## src/rtl/router_fifo.sv

```systemverilog
// router_fifo -- output-port packet FIFO of the 1x3 router.
//
// Stores DEPTH entries of WIDTH+1 bits. Bit WIDTH of each entry is the packet
// header marker captured from lfd_state. An internal packet counter follows
// the packet being drained, so data_out holds its value between reads while
// a packet is still in flight and clears to zero once the packet is done.
//
// Ports:
//   clock       system clock, rising edge
//   resetn      synchronous active-low reset
//   soft_reset  synchronous flush (destination timeout)
//   write_enb   write request
//   read_enb    read request
//   lfd_state   marks the byte being written as a packet header
//   data_in     byte to store
//   full        FIFO holds DEPTH entries
//   empty       FIFO holds no entries
//   data_out    registered read data (valid one clock after the read edge)
//   err         (only with ROUTER_FIFO_ERR_EN) sticky overflow/underflow flag
//
// Optional feature macro: ROUTER_FIFO_ERR_EN adds the err output.
module router_fifo #(
  parameter int unsigned DEPTH  = 16,
  parameter int unsigned WIDTH  = 8,
  parameter int unsigned ADDR_W = 4
) (
  input  logic             clock,
  input  logic             resetn,
  input  logic             soft_reset,
  input  logic             write_enb,
  input  logic             read_enb,
  input  logic             lfd_state,
  input  logic [WIDTH-1:0] data_in,
  output logic             full,
  output logic             empty,
  output logic [WIDTH-1:0] data_out
`ifdef ROUTER_FIFO_ERR_EN
  ,
  output logic             err
`endif
);

  logic [WIDTH:0]  mem [DEPTH];
  logic [ADDR_W:0] wr_ptr;
  logic [ADDR_W:0] rd_ptr;
  logic [6:0]      pkt_count;
  logic [WIDTH:0]  rd_entry;
  logic            do_wr;
  logic            do_rd;
  logic            flush;

  // Flags come straight from the pointers; the extra MSB separates
  // the full and empty cases when the low address bits match.
  assign empty = (wr_ptr == rd_ptr);
  assign full  = (wr_ptr[ADDR_W] != rd_ptr[ADDR_W]) &&
                 (wr_ptr[ADDR_W-1:0] == rd_ptr[ADDR_W-1:0]);

  // Both decisions use start-of-cycle flags: no bypass from write to read.
  assign do_wr    = write_enb && !full;
  assign do_rd    = read_enb && !empty;
  assign flush    = !resetn || soft_reset;
  assign rd_entry = mem[rd_ptr[ADDR_W-1:0]];

  always_ff @(posedge clock) begin
    if (flush) begin
      wr_ptr    <= '0;
      rd_ptr    <= '0;
      data_out  <= '0;
      pkt_count <= '0;
      for (int unsigned i = 0; i < DEPTH; i++) begin
        mem[i[ADDR_W-1:0]] <= '0;
      end
    end else begin
      if (do_wr) begin
        mem[wr_ptr[ADDR_W-1:0]] <= {lfd_state, data_in};
        wr_ptr                  <= wr_ptr + 1'b1;
      end
      if (do_rd) begin
        data_out <= rd_entry[WIDTH-1:0];
        rd_ptr   <= rd_ptr + 1'b1;
        // Header byte: length field plus the trailing parity byte.
        if (rd_entry[WIDTH]) begin
          pkt_count <= {1'b0, rd_entry[7:2]} + 7'd1;
        end else if (pkt_count != '0) begin
          pkt_count <= pkt_count - 7'd1;
        end
      end else if (pkt_count == '0) begin
        data_out <= '0;
      end
    end
  end

`ifdef ROUTER_FIFO_ERR_EN
  always_ff @(posedge clock) begin
    if (flush) begin
      err <= 1'b0;
    end else if ((write_enb && full) || (read_enb && empty)) begin
      err <= 1'b1;
    end
  end
`endif

endmodule

```

## config.mk

```make
export PLATFORM = sky130hd
export DESIGN_NAME = router_fifo
export DESIGN_NICKNAME = d
export VERILOG_FILES = /design/src/rtl/router_fifo.sv
export SDC_FILE = /design/constraint.sdc
export NUM_CORES = 1
export LEC_CHECK = 0
export BUFFER_PORTS_ARGS = -buffer_cell sky130_fd_sc_hd__buf_2
export CORE_MARGIN = 1
export CORE_UTILIZATION = 58
export CTS_CLUSTER_SIZE = 10
export DETAILED_ROUTE_END_ITERATION = 7
export GPL_TIMING_DRIVEN = 1
export PLACE_DENSITY = 0.78
export SETUP_SLACK_MARGIN = 0.4
export SYNTH_ARGS = -nofsm -noshare
export SYNTH_HDL_FRONTEND = slang
export SYNTH_SLANG_ARGS = --single-unit
```

## constraint.sdc

```tcl
create_clock -name clock -period 2.77 [get_ports clock]
set_input_delay 0.554 -clock clock [delete_from_list [all_inputs] [get_ports clock]]
set_output_delay 0.554 -clock clock [all_outputs]
set_load 0.005 [all_outputs]
```

Word-level counts from Yosys, hierarchy flattened
Memories as Yosys holds them, arrays and structs flattened. A register that Yosys moved wholly into a read port is not among the register bits.
Cells that the tools add are included.

word-level totals
  memory bits (writable) = 144
  register bits = 25
  bits in read-only memories = 0
  logic and storage cells = 39
  output and inout port bits = 10
  memories kept = 1
  latch bits = 0

memory list
  memory  depth  width  rd ports  clocked after memory_dff  write ports  RTL line  source
  mem     16     9      1         1                         16           43        logic [WIDTH:0] mem [DEPTH];

operators by class
  muxes and demuxes = 14
  multipliers = 0
  divide/modulo/power cells = 0
  add/subtract/negate cells = 4
  bitwise logic cells = 0
  magnitude comparators = 0
  shift-type cells = 0
  equality and inequality tests = 3
  reduce and logical (&&, ||, !) cells = 13

operators by type and width
  operator                                                             number
  8-bit 2-to-1 mux                                                     2
  7-bit 2-to-1 mux                                                     2
  4-bit 2-to-1 mux                                                     3
  5-bit by 1-bit adder with 5-bit output (second input constant)       2
  9-bit 2-to-1 mux                                                     1
  9-bit OR reduction                                                   1
  6-bit by 1-bit adder with 7-bit output (second input constant)       1
  7-bit zero test                                                      1
  7-bit nonzero test                                                   1
  7-bit by 1-bit subtractor with 7-bit output (second input constant)  1
  1-bit 2-to-1 mux                                                     6
  5-bit == test                                                        1
  4-bit == test                                                        1
  2-bit nonzero test                                                   2
  1-bit logical AND                                                    3
  1-bit zero test                                                      3
  2-bit AND reduction                                                  1
  1-bit logical OR                                                     1
  1-bit != test                                                        1

Longest topological paths before layout
  depth after elaboration = 9
  gate-level depth with buffers = 10
  depth with buffers taken out = 8

Least setup slack after synthesis
Ideal clock, no wire load.

  path kind = input to register
  start = input port resetn
  end = memory mem[12][0] (netlist name), enable pin
  library setup time = 387 ps
  arrival time = 1949 ps
  path buffers = 1
  data required time = 2383 ps
  stages = 4
  slack = 434 ps
  cells stage by stage = nor2b_1 -> clkbuf_1 -> nand3_1 -> o21ai_0

RTL lines
  item         RTL line  source
  from (decl)  28        input logic resetn,
  to (decl)    43

==> qor.yml <==
floorplanning:
  dieArea_mm2: 0.0144
  initial_core_util_pct: 60.1
  die_x_um: 120
  core-area_mm2: 0.0134
  io_pins: 24
  die_h_um: 120
  placementRows: 42
clock_network:
  clk_path_buf_depth: 2
  clock_latency_ns: 0.44
  clkSinkCount: 173
  cts_htree_levels: 4
  cts_buffers: 17
  cts_root_buffer: "clkbuf_16"
  tritoncts: "built"
  path_clk_slew_ns: 0.06
layout:
  final_core_util_pct: 69.0
  final_common_cell: "and2_1"
  drive_gt1_share_pct: 24.3
  syn_to_final_growth_pct: 14.9
  diodes: 0
  finalNetCount: 650
  final_cell_mix: "145 x and2_1, 144 x edfxtp_1, 38 x buf_4, 29 x mux4_2, 28 x dfxtp_1"
detailed_routing:
  post-route-drc-count: 0
  totalWireLength_um: 18500
  drt-wirelength-per-cell_um: 22.6
  dr.pass1.iters: 5
  via_per_inst: 6.06
  drt_iter0_drc: 563
  vias: 4958
  ant_nets: 0
sta:
  rsz0062_at_grt: "true"
  fin_hold_ws_ns: 0.468
  slew_viol_final: 0
  skew_ns: 0.00983
  fin_crit_sh_pct: 84.3
  max_freq_mhz: 428
  tightest_slew_ns: 0.628
  report.final.hold_viol_count: 0
  min_period_ns: 2.34
  setup_tns_ns: 0
  setup_violations: 0
  slew_headroom_pct: 58.1
logic_synthesis:
  ys.flop_type: "edfxtp_1"
  yosysWarnings: 0
  synthTopCellsByArea: "edfxtp_1 54%, and2_1 11%, mux4_2 8.1%, dfxtp_1 7.2%, mux4_1 3.6%"
  synth_edf_count: 144
  syn_avg_cell_area_um2: 14.0
  synth_fp_nets: 598
  syn_area_mm2: 0.00805
  netlist_instances: 577
  synth_area_leader_cell: "edfxtp_1"
  ys_seq_area_share_pct: 60.9
  synthArstFlopShare_pct: 0
  synth_top_area_share_pct: 53.7
  synth_cell_type_count: 45
  synth-seq-cells: 173
power_and_ir_drop:
  swShare_pct: 21.1
  ir_drop_uv: 416
  p_switching_w: 0.00119
  p_int_w: 0.00446
  p_leak_nw: 3.47
  total_power_w: 0.00565
  share_comb_of_total_power_pct: 5.4
  power.share.clock_pct: 42.7
  powerDensity_mw_per_mm2: 610
  power_frac_seq_pct: 51.9
global_route:
  track_usage_pct: 27.2
  first_global_vias: 4832
  grt_max_degree: 37
  grt_pass1_wl_um: 27900
  antenna_found_initial: 0
  overflow: 0
critical_path:
  r2r_slack_ns: 0.43
  crit_type: "reg -> reg"
  worstPathMaxFanout: 8
  endpoint_kind: "flop"
  start_kind: "flop"
  critical_path_arrival_ns: 2.66
  required_ns: 3.09
worst_hold_path:
  hold_path.class: "reg -> reg"
status:
  outcome: "finished, final reports clean"
placed_design:
  port_buffers: 23
  gp_congestion: 0.811
  dp.final_hpwl_um: 12200
run:
  drv_cap: 0
registers in the layout (all words and copies together) (netlist names), named ones only:
name,flops
data_out,8
rd_ptr,5
pkt_count,7
mem,144
wr_ptr,5
per-layer routing:
metal  up-vias  global-route usage (%)  part of all wire [%]
met5         -                       0                     0
met4         0                    9.22                   2.3
met3        43                    5.56                   7.7
met2       233                    44.0                    50
met1      2462                    37.0                    40
li1       2220                       -                     -
power groups by stage:
| stage | Clock [W] | Sequential, W | Combinational, W |
|---|---|---|---|
| after CTS | 0.00241 | 0.00293 | 0.000287 |
| final | 0.00241 | 0.00293 | 0.000304 |
| after global routing | 0.00252 | 0.00294 | 0.000323 |
| after floorplan | 0 | 0.00297 | 0.000173 |
| after detailed placement | 0 | 0.00299 | 0.000281 |
| after global placement | 0 | 0.00298 | 0.000273 |
cell families (layout without fill, tap and decap cells):
kind of cell | count (synthesis) | in the layout | synth area share, %
AND/OR/NAND/NOR | 245 | 245 | 17.3
multiplexers | 41 | 41 | 11.8
AO/OA/AOI/OAI | 57 | 57 | 4.49
adder cells (fa/ha/maj) | 7 | 7 | 1.09
flip-flops | 173 | 173 | 60.9
XOR/XNOR | 17 | 17 | 1.85
buffers and inverters | 37 | 102 | 2.56
synth_stat cells, types with 2 or more instances:
library cell and instances:
nand2b_1 7, buf_4 4, nand2_2 4, buf_1 2
ha_1 7, buf_2 4, a21oi_1 15, and2_1 146
nor4_1 2, nor2b_1 3, mux4_2 29, mux4_1 11
o21a_1 3, o22ai_1 2, o21ai_0 18, inv_1 5
a22oi_2 2, nor3_1 5, nand4_1 6, a22oi_1 9
dfxtp_1 29, xor2_1 10, buf_12 2, edfxtp_1 144
nand2_1 21, nor2_1 30, clkbuf_1 18, nand3_1 15
buf_6 2, xnor2_1 7
worst paths after layout:
check | end | depth (start not counted) | from
worst max-delay path | pkt_count[5] | 6 | flop
worst min-delay path | data_out[6] | 2 | data_out[6]
worst max register to register | pkt_count[5] | 6 | flop
worst min register to register | data_out[6] | 2 | data_out[6]
per-stage QoR:
step	instance area (µm²)	setup WS (ns)	std cells
final	9250	0.435	818
after global routing	9250	0.354	818
after CTS	9140	0.365	810
after detailed placement	8470	0.245	777
after global placement	8470	0.326	777
after floorplan	8050	0.434	577
worst max-delay path, cell delays in order, from the launching register on:
cell and delay (ns):
dfxtp_4 0.41, buf_4 0.16, buf_8 0.15, mux4_2 0.56, mux4_2 0.55, o21a_1 0.15, o31a_1 0.23
cell type report:
class / count / area (µm²)
Clock buffer: 21 / 450
Clock inverter: 11 / 143
Fill cell: 888 / 4150
Inverter: 5 / 18.8
Multi-Input combinational cell: 367 / 3020
Sequential cell: 173 / 4910
Tap cell: 176 / 220
Timing Repair Buffer: 65 / 488
what timing repair did:
action,4_1_cts,5_1_grt
pin swaps,0,2
resized for setup,16,18
gates cloned,1,0
hold buffers,0,0
setup buffers,0,8
endpoints found under the setup margin,96,148
(Power assumes the default switching activity.)
